$ cat config.mk
export PLATFORM = sky130hd
export DESIGN_NAME = ram512_sweep_ctrl
export DESIGN_NICKNAME = d
export VERILOG_FILES = /design/src/rtl/ram512_sweep_ctrl.sv
export SDC_FILE = /design/constraint.sdc
export NUM_CORES = 1
export LEC_CHECK = 0
export ABC_AREA = 1
export CAP_MARGIN = 20
export CORE_ASPECT_RATIO = 1.4
export CORE_MARGIN = 3
export CORE_UTILIZATION = 30
export CTS_BUF_LIST = sky130_fd_sc_hd__clkbuf_8
export CTS_CLUSTER_SIZE = 40
export DETAILED_ROUTE_END_ITERATION = 7
export GPL_ROUTABILITY_DRIVEN = 0
export PLACE_DENSITY = 0.64
export RECOVER_POWER = 50
export SYNTH_ARGS = -nofsm -noshare
export SYNTH_HDL_FRONTEND = slang
export SYNTH_SLANG_ARGS = --single-unit
$ cat constraint.sdc
create_clock -name CLK -period 4 [get_ports CLK]
set_input_delay 1.2 -clock CLK [delete_from_list [all_inputs] [get_ports CLK]]
set_output_delay 1.2 -clock CLK [all_outputs]
set_load 0.01 [all_outputs]
$ cat src/rtl/ram512_sweep_ctrl.sv
// ram512_sweep_ctrl: sweeps a RAM512 once per pass, writing or checking a constant or incrementing pattern.
// Define RAM512_SWEEP_VERIFY_EN to build the verify pass and the error counters.
module ram512_sweep_ctrl #(
   parameter int DEPTH  = 512,
   parameter int WIDTH  = 16,
   parameter int ADDR_W = 9
) (
   input  logic              CLK,
   input  logic              RST_N,
   input  logic              start,
   input  logic              abort,
   input  logic              verify,
   input  logic              incr,
   input  logic [WIDTH-1:0]  seed,
   input  logic [WIDTH-1:0]  ram_out,
   output logic [WIDTH-1:0]  ram_in,
   output logic              ram_load,
   output logic [ADDR_W-1:0] ram_address,
   output logic              busy,
   output logic              done,
   output logic [ADDR_W:0]   err_count,
   output logic [ADDR_W-1:0] first_err_addr,
   output logic              err_flag
);
   typedef enum logic [1:0] {IDLE, FILL, VERIFY, DONE} state_t;
   state_t            state;
   logic [ADDR_W-1:0] idx;
   logic              incr_q;
   logic [WIDTH-1:0]  seed_q;
   logic [WIDTH-1:0]  expected;
   logic              accept;
   logic              last;
   logic              go_verify;

   assign expected    = incr_q ? seed_q + WIDTH'(idx) : seed_q;
   assign accept      = state == IDLE && start && !abort;
   assign last        = idx == ADDR_W'(DEPTH - 1);
   assign busy        = state == FILL || state == VERIFY;
   assign done        = state == DONE;
   assign ram_address = idx;
   assign ram_in      = busy ? expected : '0;
   // abort suppresses the write in the very cycle it is raised
   assign ram_load    = state == FILL && !abort;
   assign err_flag    = |err_count;

   always_ff @(posedge CLK or negedge RST_N)
      if (!RST_N) begin
         state  <= IDLE;
         idx    <= '0;
         incr_q <= 1'b0;
         seed_q <= '0;
      end else begin
         case (state)
            IDLE:
               if (accept) begin
                  state  <= go_verify ? VERIFY : FILL;
                  idx    <= '0;
                  incr_q <= incr;
                  seed_q <= seed;
               end
            FILL, VERIFY:
               if (abort || last) begin
                  state <= abort ? IDLE : DONE;
                  idx   <= '0;
               end else
                  idx <= idx + ADDR_W'(1);
            default:
               state <= IDLE;
         endcase
      end

`ifdef RAM512_SWEEP_VERIFY_EN
   assign go_verify = verify;

   always_ff @(posedge CLK or negedge RST_N)
      if (!RST_N) begin
         err_count      <= '0;
         first_err_addr <= '0;
      end else if (accept) begin
         err_count      <= '0;
         first_err_addr <= '0;
      end else if (state == VERIFY && ram_out != expected) begin
         err_count <= err_count + (ADDR_W + 1)'(1);
         if (err_count == '0)
            first_err_addr <= idx;
      end
`else
   logic unused_verify_path;

   assign go_verify          = 1'b0;
   assign err_count          = '0;
   assign first_err_addr     = '0;
   assign unused_verify_path = ^{verify, ram_out};
`endif
endmodule
# Word-level counts from Yosys, hierarchy flattened
# Index checks and enable logic that the tools add are counted.
[classes]
addsub = 2
eq_ne = 6
muxes = 9
n_reduce_logical = 12
[ops]
columns = ["op", "n"]
rows = [
  ["2-to-1 mux 16 bit", 2],
  ["2-to-1 mux 9 bit", 2],
  ["case mux 9 bit (2 select lines)", 1],
  ["adder 16 x 9 -> 16 bit", 1],
  ["adder 9 x 1 -> 9 bit (second input constant)", 1],
  ["equality test 9 bit (second input constant)", 1],
  ["2-to-1 mux 2 bit", 3],
  ["AND reduction 2 bit", 3],
  ["equality test 2 bit (second input constant)", 2],
  ["!= test 2 bit (second input constant)", 2],
  ["case mux 2 bit (2 select lines)", 1],
  ["logical AND 1 bit", 3],
  ["equality test 2 x 1 -> 1 bit (second input constant)", 1],
  ["zero test 2 bit", 1],
  ["logical OR 1 bit", 2],
  ["nonzero test 2 bit", 1],
  ["OR reduction 2 bit", 1],
  ["zero test 1 bit", 1],
]
[totals]
regBits = 28
in_bits = 38
out_inout_bits = 48

# Depth between registers and ports, before layout
[logic_depth]
word_depth = 5
mapped_depth = 11
mapped_depth_nobuf = 11

# Least setup slack after synthesis
# No wires, ideal clock.
[synth_path]
path_type = "flip-flop to output port"
startpoint = "register idx[0], in the netlist ram_address[0]"
endpoint = "output port ram_in[12]"
arrival_ns = 1.747
t_required_ns = 2.800
slack_ns = 1.053
path_stages_with_launch = 10
path_buffers = 0
cell_sequence = "dfrtp_1 ha_1 fa_1 nand3_1 nand3_1 nand3_1 nand3_1 nand3_1 nand2_1 nor2_1"
[synth_via]
elab_chain_len = 3
[synth_lines]
columns = ["element", "line_no", "rtl"]
rows = [
  ["start, declared", "27", "logic [ADDR_W-1:0] idx;"],
  ["start signal, assigned", "66", "idx <= idx + ADDR_W'(1);"],
  ["adder 16 x 9 -> 16 bit", "35", "assign expected = incr_q ? seed_q + WIDTH'(idx) : seed_q;"],
  ["2-to-1 mux 16 bit", "35", ""],
  ["2-to-1 mux 16 bit", "41", "assign ram_in = busy ? expected : '0;"],
  ["end, declared", "16", "output logic [WIDTH-1:0] ram_in,"],
]
# No other way between the ends.

# Worst setup path in the final report
# Ends and elaborated chain as after synthesis.

==> results summary <==
The count of final setup violators came out at 0. Using the TritonRoute via totals, the vias-per-cell ratio works out to 4.598. The kind of end point of the critical path is an output pin.

The signed area change from the synthesized netlist to the final layout is 23.90%. The combinational share of power is 0.624. The register area share after synthesis came out at 0.2929. The first global-routing pass estimated 10220 um of wire.

The core box area came out at 0.007546 sq mm. Entering global routing, the biggest net connects 29 pins. The internal cell power is 985.7 uW. The first-pass detailed-route iteration total came out at 4. The count of standard-cell rows is 37. In the layout the commonest cells are 119 x sky130_fd_sc_hd__nand2_1, 46 x sky130_fd_sc_hd__clkdlybuf4s50_1, 40 x sky130_fd_sc_hd__inv_1.

In this run the number of H-tree levels came out at 1. The floorplan step defined a die boundary enclosing 0.009097 sq mm. The fraction of post-synthesis cell area in the top cell type by area came out at 0.2929. The netlist area before placement is 0.002392 sq mm. The met2 track demand over resource is 0.2481. The switching share of total power came out at 0.4751.

After detailed routing, the total wire length is 6169 um. After global routing, the most crowded layer is met2. The number of nets with antenna violations after detailed routing is 0.

The post-synthesis register bit count came out at 28. The antenna diode count is 0. The number of instances in the synthesized netlist is 362. The y dimension of the die is 111.7 um. The starting DRC count in detailed routing came out at 157. The number of sinks on the clock net came out at 28. The data arrival time at the worst-slack endpoint came out at 2600 ps. Based on the critical path, the design can be clocked at up to 263.4 MHz. Adding up every negative setup slack in the final design gives 0 ps. No sink is reached through more buffers than the 2 on the longest clock path. The met1 track demand over resource in global routing came out at 0.1736. The critical path launch point is ram_address[0].

For this run, design rule violations remaining after detail routing come to 0. The switching power summed over all nets is 892.3 uW. Sorting the synthesized cells by area gives the leading types as sky130_fd_sc_hd__dfrtp_1 29%, sky130_fd_sc_hd__nand2_1 19%, sky130_fd_sc_hd__ha_1 7.8%. The count of buffers added by post-CTS timing repair for setup is 0. The worst setup slack for register-to-register paths came out at 1340 ps.

The number of top-level pins came out at 86. Setup repair after global routing left no endpoint under its margin. The reported max-cap violation count came out at 1. The root buffer selected by CTS is sky130_fd_sc_hd__clkbuf_8.

The worst clock skew on the final layout is 5.279 ps. The period utilization came out at 0.9492. TritonCTS built the clock tree. The count of endpoints failing hold in the final timing report came out at 0.

The initial antenna violation count is 0. Including well taps, the total number of placed cells is 503. The startpoint identified for the worst register-to-register timing path is state[1]. Across every metal layer, demand over resource in global routing totals 0.1395. The number of I/O port buffers is 48. The number of clock buffers inserted by TritonCTS came out at 3. The biggest area contributor in the post-synthesis netlist is sky130_fd_sc_hd__dfrtp_1. The via count of the first global-routing pass is 2207.

The half-perimeter wire length after detailed placement came out at 4945 um. The mean area per synthesized cell came out at 6.609 sq um. The worst path in the final design needs a cycle of 3797 ps, including I/O delays and setup. The share of total power in sequential cells came out at 0.280. The chip width is 81.47 um. The clock slew at the register clock pins of the worst setup and hold paths is 100 ps.

The maximum ir drop on the vdd rail is 506.6 uV. The count of filler cells inserted in the layout came out at 812. The flow ran to the end, but the final reports show violations.

The share of cells above drive strength 1 is 0.05854. The required time of the critical path came out at 2800 ps. The net count of the finished layout is 465. In this run the worst hold path is classified as reg2reg. Counting cells, the worst reg-to-reg path comes to 11.

The aggregate global routing overflow came out at 0. The power per standard cell area is 633.6 mW/mm^2. The worst setup path endpoint is ram_in[12].

Headroom to the max-slew limit came out at -0.06554. The number of distinct library cell variants in the gate-level netlist after synthesis is 32. At the pin with the least slew margin, the transition time is 1598 ps. The number of vias in the routed layout came out at 2331. The critical register-to-register path endpoint is ram_address[5]. During synthesis, Yosys emitted a total of 0 warnings.

The clock network fraction of design power is 0.096. The final instance count without filler cells is 507. The insertion delay of the later-clocked pin in the worst-skew pair came out at 280 ps. The met3 usage in global routing is 0.01537.

STA classifies the critical path startpoint as a flop. In this run the worst path has a maximum fanout of 4. The leakage dissipation is 0.001512 uW. Leaving out fill and tap cells, the most frequent cell in the layout is sky130_fd_sc_hd__nand2_1. The routed wirelength normalized by instance count is 12.17 um. The total count of max-transition violations in the final report came out at 29.

The initial utilization of the core area, before any placement, comes to 0.3170. The checks that failed: max-capacitance violations, max-slew violations. By startpoint and endpoint, the worst setup path is classified as reg2out.
-- power by group through the flow --
| stage | logic [uW] | clock network (uW) | registers (uW) |
|---|---|---|---|
| 2_1_floorplan | 756 | 0 | 481 |
| 5_1_grt | 1320 | 198 | 544 |
| 6_report | 1170 | 181 | 525 |
| 3_3_place_gp | 1170 | 0 | 524 |
| 4_1_cts | 1190 | 186 | 522 |
| 3_5_place_dp | 1180 | 0 | 528 |
-- synth_stat cells (all sizes together) --
| library cell | number |
|---|---|
| nand2 | 121 |
| or2 | 1 |
| inv | 43 |
| ha | 15 |
| a21o | 3 |
| dfrtp | 28 |
| nor3 | 5 |
| xor2 | 3 |
| nor3b | 1 |
| a21oi | 15 |
| nand4 | 2 |
| buf | 23 |
| conb | 1 |
| fa | 1 |
| xnor2 | 1 |
| o21ai | 12 |
| o211ai | 1 |
| nor2 | 44 |
| nand3b | 1 |
| a21boi | 1 |
| nand3 | 36 |
| clkbuf | 4 |
-- layout make-up --
type | count | area (sq um) | share of cell area
Sequential cell | 28 | 700.7 | 0.2364
Multi-Input combinational cell | 283 | 1411 | 0.4761
Inverter | 43 | 168.9 | 0.05699
Timing Repair Buffer | 52 | 506.7 | 0.1710
Tap cell | 97 | 121.4 | 0.04095
Clock buffer | 4 | 55.05 | 0.01857
-- worst min-delay path by stage --
stage | start | to | cells after the start
final | seed_q[15] | seed_q[15] | 2
after global routing | seed_q[7] | seed_q[7] | 2
after CTS | seed_q[8] | seed_q[8] | 2
after detailed placement | seed_q[8] | seed_q[8] | 2
after global placement | seed_q[8] | seed_q[8] | 2
after floorplan | seed_q[0] | seed_q[0] | 2
-- routing by layer --
metal	wire length [um]	vias up
met5	0	-
met4	65	0
met3	269	6
met2	3226	60
met1	2608	1072
li1	-	1193
-- worst max-delay path, stage by stage (launching register included) --
cell	delay [ps]
sky130_fd_sc_hd__dfrtp_1	440
sky130_fd_sc_hd__ha_1	270
sky130_fd_sc_hd__fa_2	390
sky130_fd_sc_hd__nand3_1	120
sky130_fd_sc_hd__nand3_2	130
sky130_fd_sc_hd__nand3_1	100
sky130_fd_sc_hd__nand3_1	90
sky130_fd_sc_hd__nand3_1	80
sky130_fd_sc_hd__nand2_1	50
sky130_fd_sc_hd__nor2_1	110
sky130_fd_sc_hd__clkdlybuf4s50_1	550
-- kinds of logic (layout without fill, tap and decap cells) --
kind of cell	count (synthesis)	count (layout)	share of synthesized area
other cells	1	20	0.001568
fa+ha+maj	16	16	0.08682
compound gates	32	32	0.07532
flops	28	28	0.2929
simple gates	211	211	0.3818
buf+inv	70	99	0.1470
xor+xnor	4	4	0.01465
-- sequential cells by signal (all words and copies together) (netlist names) --
signal       count
incr_q           1
seed_q          16
state            2
ram_address      9
-- repair_timing --
action,4_1_cts,5_1_grt
hold buffers,0,0
gates resized for setup,0,2
setup endpoints to repair,0,2
-- metrics by stage --
step / setup slack (ps) / utilization / hold slack (ps) / area (sq um) / power (uW)
after detailed placement: 370.2 / 0.3860 / 495.2 / 2913 / 1709
final: 203.3 / 0.3928 / 515.3 / 2964 / 1878
after floorplan: 1053 / - / 462.2 / 2464 / 1236
after global placement: 372.8 / 0.3860 / 489.5 / 2913 / 1691
after global routing: 3.236 / 0.3928 / 547.6 / 2964 / 2061
after CTS: 46.80 / 0.3933 / 520.2 / 2968 / 1898
(Power assumes the default switching activity.)
